## src/rtl/microwave_cook_timer_if.sv

```systemverilog
// Keypad/timebase inputs and display/status outputs of the cook timer.
// master drives the key and control lines; slave is the timer itself.
interface microwave_cook_timer_if;
  logic [3:0] D;
  logic       loadn;
  logic       pgt_1Hz;
  logic       start;
  logic       clearn;
  logic [3:0] min_ones;
  logic [3:0] sec_tens;
  logic [3:0] sec_ones;
  logic       zero;
  logic       cooking;
  logic       done;

  modport master (
    output D, loadn, pgt_1Hz, start, clearn,
    input  min_ones, sec_tens, sec_ones, zero, cooking, done
  );

  modport slave (
    input  D, loadn, pgt_1Hz, start, clearn,
    output min_ones, sec_tens, sec_ones, zero, cooking, done
  );
endinterface

```

## src/rtl/microwave_cook_timer.sv

```systemverilog
// BCD M:SS cook-time entry and 1 Hz countdown; a key lands SYNC_STAGES+1 clocks after loadn falls,
// a tick acts SYNC_STAGES+1 clocks after pgt_1Hz rises; no backpressure, events are single-cycle pulses.
module microwave_cook_timer #(
  parameter int SYNC_STAGES = 2
) (
  input  logic                  clk,
  input  logic                  resetn,
  microwave_cook_timer_if.slave bus
);

  typedef enum logic [1:0] {ENTRY, COUNT, DONE} state_t;

  state_t                       state, state_nxt;
  logic [SYNC_STAGES-1:0]       loadn_sync;
  logic [SYNC_STAGES-1:0]       pgt_sync;
  logic [SYNC_STAGES-1:0][3:0]  d_sync;
  logic                         loadn_prev, pgt_prev;
  logic                         load_evt, tick_evt;
  logic [3:0]                   key_d;
  logic [3:0]                   min_ones, sec_tens, sec_ones;
  logic [3:0]                   mo_nxt, st_nxt, so_nxt;
  logic                         zero, zero_nxt, cooking;

  // D rides alongside loadn so the digit and its strobe emerge on the same cycle.
  always_ff @(posedge clk or negedge resetn) begin
    if (!resetn) begin
      loadn_sync <= '1;
      pgt_sync   <= '0;
      d_sync     <= '0;
      loadn_prev <= 1'b1;
      pgt_prev   <= 1'b0;
    end else begin
      loadn_sync <= {loadn_sync[SYNC_STAGES-2:0], bus.loadn};
      pgt_sync   <= {pgt_sync[SYNC_STAGES-2:0], bus.pgt_1Hz};
      d_sync     <= {d_sync[SYNC_STAGES-2:0], bus.D};
      loadn_prev <= loadn_sync[SYNC_STAGES-1];
      pgt_prev   <= pgt_sync[SYNC_STAGES-1];
    end
  end

  assign load_evt = loadn_prev & ~loadn_sync[SYNC_STAGES-1];
  assign tick_evt = ~pgt_prev & pgt_sync[SYNC_STAGES-1];
  assign key_d    = d_sync[SYNC_STAGES-1];

  assign zero     = (min_ones == 4'd0) && (sec_tens == 4'd0) && (sec_ones == 4'd0);
  assign zero_nxt = (mo_nxt == 4'd0) && (st_nxt == 4'd0) && (so_nxt == 4'd0);

  always_comb begin
    state_nxt = state;
    mo_nxt    = min_ones;
    st_nxt    = sec_tens;
    so_nxt    = sec_ones;
    if (!bus.clearn) begin
      state_nxt = ENTRY;
      mo_nxt    = 4'd0;
      st_nxt    = 4'd0;
      so_nxt    = 4'd0;
    end else begin
      case (state)
        ENTRY: begin
          if (load_evt && key_d <= 4'd9) begin
            mo_nxt = sec_tens;
            st_nxt = sec_ones;
            so_nxt = key_d;
          end else if (bus.start && !zero) begin
            state_nxt = COUNT;
          end
        end
        COUNT: begin
          if (tick_evt && bus.start && !zero) begin
            // Tens digits 6-9 typed at entry simply count down; only a 0 borrows.
            if (sec_ones != 4'd0) begin
              so_nxt = sec_ones - 4'd1;
            end else begin
              so_nxt = 4'd9;
              if (sec_tens != 4'd0) begin
                st_nxt = sec_tens - 4'd1;
              end else begin
                st_nxt = 4'd5;
                mo_nxt = min_ones - 4'd1;
              end
            end
            if (zero_nxt) state_nxt = DONE;
          end
        end
        DONE: begin
          if (load_evt && key_d <= 4'd9) begin
            state_nxt = ENTRY;
            mo_nxt    = 4'd0;
            st_nxt    = 4'd0;
            so_nxt    = key_d;
          end
        end
        default: state_nxt = ENTRY;
      endcase
    end
  end

  always_ff @(posedge clk or negedge resetn) begin
    if (!resetn) begin
      state    <= ENTRY;
      min_ones <= 4'd0;
      sec_tens <= 4'd0;
      sec_ones <= 4'd0;
      cooking  <= 1'b0;
    end else begin
      state    <= state_nxt;
      min_ones <= mo_nxt;
      sec_tens <= st_nxt;
      sec_ones <= so_nxt;
      cooking  <= (state_nxt == COUNT) & bus.start & ~zero_nxt;
    end
  end

  assign bus.min_ones = min_ones;
  assign bus.sec_tens = sec_tens;
  assign bus.sec_ones = sec_ones;
  assign bus.zero     = zero;
  assign bus.cooking  = cooking;
  assign bus.done     = (state == DONE);

endmodule
```

## src/flat_wrapper.sv

```systemverilog
// flat-port wrapper written by rule: the top's interface ports become plain ports
module microwave_cook_timer_flat 
#(
  parameter int SYNC_STAGES = 2
)
  (clk, resetn, bus_D, bus_loadn, bus_pgt_1Hz, bus_start, bus_clearn, bus_min_ones, bus_sec_tens, bus_sec_ones, bus_zero, bus_cooking, bus_done);
  microwave_cook_timer_if bus_i ();
  input  logic clk;
  input  logic resetn;
  input wire logic [$bits(bus_i.D)-1:0] bus_D;
  input wire logic [$bits(bus_i.loadn)-1:0] bus_loadn;
  input wire logic [$bits(bus_i.pgt_1Hz)-1:0] bus_pgt_1Hz;
  input wire logic [$bits(bus_i.start)-1:0] bus_start;
  input wire logic [$bits(bus_i.clearn)-1:0] bus_clearn;
  output wire logic [$bits(bus_i.min_ones)-1:0] bus_min_ones;
  output wire logic [$bits(bus_i.sec_tens)-1:0] bus_sec_tens;
  output wire logic [$bits(bus_i.sec_ones)-1:0] bus_sec_ones;
  output wire logic [$bits(bus_i.zero)-1:0] bus_zero;
  output wire logic [$bits(bus_i.cooking)-1:0] bus_cooking;
  output wire logic [$bits(bus_i.done)-1:0] bus_done;
  assign bus_i.D = bus_D;
  assign bus_i.loadn = bus_loadn;
  assign bus_i.pgt_1Hz = bus_pgt_1Hz;
  assign bus_i.start = bus_start;
  assign bus_i.clearn = bus_clearn;
  assign bus_min_ones = bus_i.min_ones;
  assign bus_sec_tens = bus_i.sec_tens;
  assign bus_sec_ones = bus_i.sec_ones;
  assign bus_zero = bus_i.zero;
  assign bus_cooking = bus_i.cooking;
  assign bus_done = bus_i.done;
  microwave_cook_timer #(.SYNC_STAGES(SYNC_STAGES)) u_core (.clk(clk), .resetn(resetn), .bus(bus_i));
endmodule
```

## config.mk

```make
export PLATFORM = sky130hd
export DESIGN_NAME = microwave_cook_timer_flat
export DESIGN_NICKNAME = d
export VERILOG_FILES = /design/src/rtl/microwave_cook_timer_if.sv /design/src/rtl/microwave_cook_timer.sv /design/src/flat_wrapper.sv
export SDC_FILE = /design/constraint.sdc
export NUM_CORES = 1
export LEC_CHECK = 0
export CORE_ASPECT_RATIO = 2
export CORE_MARGIN = 8
export CORE_UTILIZATION = 50
export CTS_BUF_LIST = sky130_fd_sc_hd__clkbuf_4 sky130_fd_sc_hd__clkbuf_8 sky130_fd_sc_hd__clkbuf_16
export CTS_CLUSTER_SIZE = 16
export DETAILED_ROUTE_END_ITERATION = 12
export PLACE_DENSITY = 0.81
export SKIP_CTS_REPAIR_TIMING = 1
export SYNTH_ARGS = -nofsm -noshare
export SYNTH_HDL_FRONTEND = slang
export SYNTH_SLANG_ARGS = --single-unit
```

## constraint.sdc

```tcl
create_clock -name clk -period 6.3 [get_ports clk]
set_input_delay 1.26 -clock clk [delete_from_list [all_inputs] [get_ports clk]]
set_output_delay 1.26 -clock clk [all_outputs]
set_load 0.005 [all_outputs]
```

Yosys cells after proc, flatten, opt, wreduce, memory -nomap -nowiden
Cells that the tools add are included.
Operators by class
  add/sub/neg operators: 3
  order comparisons: 1
  eq/ne operators: 3
  muxes and demuxes: 26
  bitwise operators: 7
  reduce and logical (&&, ||, !) cells: 19
Operators with widths (number)
  4-bit 2-to-1 mux: 16
  4-bit logical NOT: 6
  4-bit one-hot mux with 3 select lines: 2
  2-bit 2-to-1 mux: 6
  4-bit by 1-bit subtractor with 4-bit output (second input constant): 3
  1-bit logical AND: 8
  4-bit one-hot mux with 2 select lines: 1
  4-bit nonzero test: 2
  2-bit one-hot mux with 3 select lines: 1
  1-bit bitwise AND: 4
  2-bit by 1-bit == test with 1-bit output (second input constant): 2
  4-bit less-or-equal comparator (second input constant): 1
  1-bit inverter: 3
  2-bit == test (second input constant): 1
  2-bit logical NOT: 1
  2-bit OR reduction: 1
  1-bit logical NOT: 1
Storage, ports and cells
  bits in registers: 29
  input port bits: 10
  output and inout bits: 15
  logic and storage cells: 70

Longest topological paths before layout
  depth in word-level cells: 18
  gate-level depth with buffers: 10
  mapped depth without buffers: 9

Least setup slack after synthesis
OpenSTA, ideal clock, no wires.
  path kind: input port to flip-flop
  start: input bus_start
  end: register u_core.state[1]
  setup time: 0.066 ns
  data arrival time: 3.127 ns
  data required time: 6.234 ns
  setup slack: 3.106 ns
  stages: 7
  buffers on the path: 0
  path through: nand4bb_1 -> nor4_2 -> mux2_1 -> and3_2 -> or4_1 -> nor4_2 -> a41o_1
On the way
  longest elaborated chain between the ends: 12
  elaborated cells between the ends (all ways): 23
  those cells by class: 15 x mux; 8 x reduce/logical
RTL lines
  start: declaration: line flat_wrapper.sv:13  | input wire logic [$bits(bus_i.start)-1:0] bus_start;
  1-bit logical AND (2 in series): line microwave_cook_timer.sv:70  | if (tick_evt && bus.start && !zero) begin
  4-bit 2-to-1 mux: line microwave_cook_timer.sv:70
  4-bit one-hot mux with 3 select lines: line microwave_cook_timer.sv:59  | case (state)
  4-bit 2-to-1 mux: line microwave_cook_timer.sv:53  | if (!bus.clearn) begin
  via u_core.mo_nxt[0]: line microwave_cook_timer.sv:21  | logic [3:0] mo_nxt, st_nxt, so_nxt;
  4-bit logical NOT: line microwave_cook_timer.sv:46  | assign zero_nxt = (mo_nxt == 4'd0) && (st_nxt == 4'd0) && (so_nxt == 4'd0);
  1-bit logical AND (2 in series): line microwave_cook_timer.sv:46
  2-bit 2-to-1 mux: line microwave_cook_timer.sv:83  | if (zero_nxt) state_nxt = DONE;
  2-bit 2-to-1 mux: line microwave_cook_timer.sv:70
  2-bit one-hot mux with 3 select lines: line microwave_cook_timer.sv:59
  2-bit 2-to-1 mux: line microwave_cook_timer.sv:53
  via u_core.state_nxt[1]: line microwave_cook_timer.sv:13  | state_t state, state_nxt;
  end signal: assignment: line microwave_cook_timer.sv:107  | state <= state_nxt;
  end: declaration: line microwave_cook_timer.sv:13
The timed path passes the listed nets, and every way through them passes these cells.

Worst setup path in the final report
  start: input bus_start
  end: register u_core.state[0]
Same word-level chain as after synthesis.

==> run summary <==
The flow ran to the end, and the final reports show no timing, DRC or antenna violations. The clock insertion delay at the later pin of the skew report came out at ~0.29 ns. The actual slew at the worst max-slew pin came out at about 0.88 ns. The core area came out at roughly 3300 um2.

The initial antenna violation count came to 0. The count of endpoints failing setup in the final report is 0. The post-synthesis register bit count is 29. The startpoint type of the worst setup path is an input port. The sum of negative setup slack is 0 ns. The count of final hold-check violations is 0. The most common cell after layout, fill and taps aside is dfrtp_1. For the worst setup path, the data required time is ~6.4 ns.

The area after detailed placement came out at between 1500 and 2000 um2. The cell sitting at the root of the clock tree is a clkbuf_8. After the first detailed-routing iteration, the DRC count stood at 71. The number of iterations in the first detailed-routing pass came out at 4. The final weighted congestion in routability-driven placement is roughly 0.96. In this run the mean area of a mapped cell was roughly 9.6 um2.

The overflow left after global routing came out at 0. The maximum number of pins on one net before global-route repair is 30. The class of the tightest hold or removal check is reg -> reg. The via density per instance is 6.74. The area growth from synthesis to layout is 22.3%. The post-synthesis simple-gate area fraction is 0.264. After synthesis, the share of cell area in mux cells is 0.0126. The count of final max-slew check failures came out at 0. The number of flops mapped to enable cells by yosys came out at 0. The H-tree depth reported by CTS came out at 2. With fillers left out, the area of the finished cells amounts to 2060 um2.

The number of diodes is 0. For this run, asynchronously set or reset flops after synthesis account for 1.00. The critical path capture point type is a register. The share of the Yosys chip area taken by registers is 0.433. The clock transition at the register clock pins on the worst setup and hold paths after CTS came out at approximately 0.07 ns. The mean routed wirelength per cell is about 19 um. The die extent in x came out at 57.1 um. The total routing usage reported by global routing is 0.164. The number of inserted filler cells in the final layout is about 290. The HPWL after detailed placement is 3.25 mm. The fraction of the mapped netlist area in adder cells came out at 0.0297.

The count of buffers added on input and output ports is 24. By startpoint and endpoint, the worst setup path is classified as in -> reg. The achievable frequency is roughly 270 MHz.

Measured against its own limit, the worst slew margin works out to 0.411. The maximum fanout encountered on the critical timing path is 6. The final layout contains routed wiring with a total length of 4.53 mm. The smallest clock period supported by the final layout is computed as between 3 and 4 ns. The signal arrival time at the worst endpoint came out at ~3.8 ns.

The area of the mapped netlist is around 1700 um2. The number of global-route vias before repair is around 1,600. The share of the clock period used by the worst path after layout came out at 0.590.

The full die area is between 5000 and 6000 um2. The library cells used most frequently in the layout, excluding fill and tap cells, are 26 x dfrtp_1, 24 x clkdlybuf4s50_1, 12 x inv_1, 12 x nand2_1, 12 x o21ai_0. The effective utilization at floorplan is 0.510. The share of final-layout standard cells stronger than drive strength 1 came out at 0.109.

The area fraction in compound gates after synthesis came out at 0.210. The total number of yosys warnings is 0. The floorplan step set the die height to 98.1 um. The max-capacitance violation count is 0.

Once detail routing completed, the nets flagged for antenna violations numbered 0. In this run the count of I/O pins placed on the die edge is 25. For this design, the sink count on the clock tree is 29. The first global-routing pass estimated around 7.5 mm of wire. The count of distinct cell types in the synthesized netlist came out at 57. After synthesis, the largest family of logic cells by area is simple AND/OR/NAND/NOR gates. The reported leakage power came out at 0.872 nW. Setup repair after global routing left no endpoint under its margin.

The number of nets in the synthesized netlist is approximately 190. The deepest clock path buffer count came out at 2. TritonCTS built the clock tree. The post-route clock skew came out at between 0.008 and 0.009 ns.

For this run, the leading register cell type out of synthesis is dfrtp_1. The number of buffers created by CTS is 5. The instance count of the mapped netlist is 175.

For this design the ratio of total power to cell area is ~300 nW/um2. The number of nets in the layout is 215. Of the total synthesized cell area, the portion taken by XOR and XNOR cells is 0.00520. The remaining design rule violation count came out at 0. The number of placement rows came out at 30.

Across the VDD grid, the largest voltage drop is approximately 0.25 mV. The via total after detailed routing came out at about 1,600.
## worst max-delay path, cell delays in order
cell	delay (ns)
clkdlybuf4s50_1	0.55
nand4bb_1	0.20
nor4_2	0.29
mux2_1	0.35
and3_2	0.21
or4_1	0.49
nor4_2	0.34
a31oi_1	0.14
## where the power goes
part | leakage [nW] | switching, mW | internal [mW]
clock network | 0.0574 | 0.0725 | 0.128
logic | 0.452 | 0.0964 | 0.0893
registers | 0.363 | 0.0318 | 0.204
total | 0.872 | 0.201 | 0.421
## layout make-up
| type | count | area, um2 | area share |
|---|---|---|---|
| Clock buffer | 6 | 82.6 | 0.0401 |
| Clock inverter | 2 | 37.5 | 0.0182 |
| Inverter | 12 | 45.0 | 0.0219 |
| Multi-Input combinational cell | 128 | 878 | 0.426 |
| Sequential cell | 29 | 729 | 0.354 |
| Tap cell | 32 | 40.0 | 0.0194 |
| Timing Repair Buffer | 25 | 248 | 0.120 |
## Yosys cell counts, drive strengths merged (4+ instances only)
master | count | area [um2]
nand2 | 12 | 45.0
and3 | 7 | 45.1
nor2 | 8 | 30.0
a21oi | 8 | 40.0
nand3b | 4 | 30.0
ha | 4 | 50.1
nor3b | 4 | 40.0
nor3 | 5 | 25.0
o21ai | 13 | 65.1
or4 | 4 | 31.3
o2111ai | 4 | 35.0
inv | 12 | 45.0
buf | 5 | 28.8
a31oi | 5 | 31.3
dfrtp | 26 | 651
## worst paths after layout
kind | from | to | slack, ns | cells past startpoint
max in group asynchronous | resetn | u_core.loadn_sync[0] | 4.64 | 2
setup / recovery | bus_start | u_core.state[0] | 2.58 | 8
hold reg to reg | u_core.d_sync[2] | u_core.key_d[2] | 0.34 | 0
hold / removal | u_core.d_sync[2] | u_core.key_d[2] | 0.34 | 0
setup reg to reg | u_core.bus.sec_ones[0] | u_core.state[0] | 2.94 | 9
min in group asynchronous | resetn | u_core.key_d[2] | 1.36 | 2
## logic make-up (layout without fill, tap and decap cells)
kind of cell             after synthesis  after routing
AO/OA/AOI/OAI                         52             52
AND/OR/NAND/NOR                       69             69
buffers and inverters                 18             45
flip-flops                            29             29
adder cells (fa/ha/maj)                4              4
multiplexers                           2              2
XOR/XNOR                               1              1
## through the flow
stage / utilization / hold WS (ns) / setup slack, ns / instances / total power, mW
2_1_floorplan: - / 0.331 / 3.11 / 175 / 0.351
3_3_place_gp: 0.588 / 0.331 / 2.40 / 226 / 0.416
3_5_place_dp: 0.588 / 0.336 / 2.31 / 226 / 0.420
4_1_cts: 0.624 / 0.343 / 2.62 / 234 / 0.623
5_1_grt: 0.624 / 0.349 / 2.50 / 234 / 0.653
6_report: 0.624 / 0.340 / 2.58 / 234 / 0.622
## sequential cells by signal (all words and copies together) (netlist names), 2 cells and up
signal / flops
u_core.bus.min_ones: 4
u_core.bus.sec_ones: 4
u_core.bus.sec_tens: 4
u_core.d_sync: 4
u_core.key_d: 4
u_core.loadn_sync: 2
u_core.pgt_sync: 2
u_core.state: 2
## routing by layer
| layer | vias up | routed length [um] | share of wire | track usage |
|---|---|---|---|---|
| met5 | - | 0 | 0 | 0 |
| li1 | 715 | - | - | - |
| met2 | 81 | 2170 | 0.48 | 0.243 |
| met4 | 0 | 246 | 0.054 | 0.113 |
| met3 | 23 | 380 | 0.084 | 0.0506 |
| met1 | 757 | 1730 | 0.38 | 0.193 |
(Power assumes the default switching activity.)
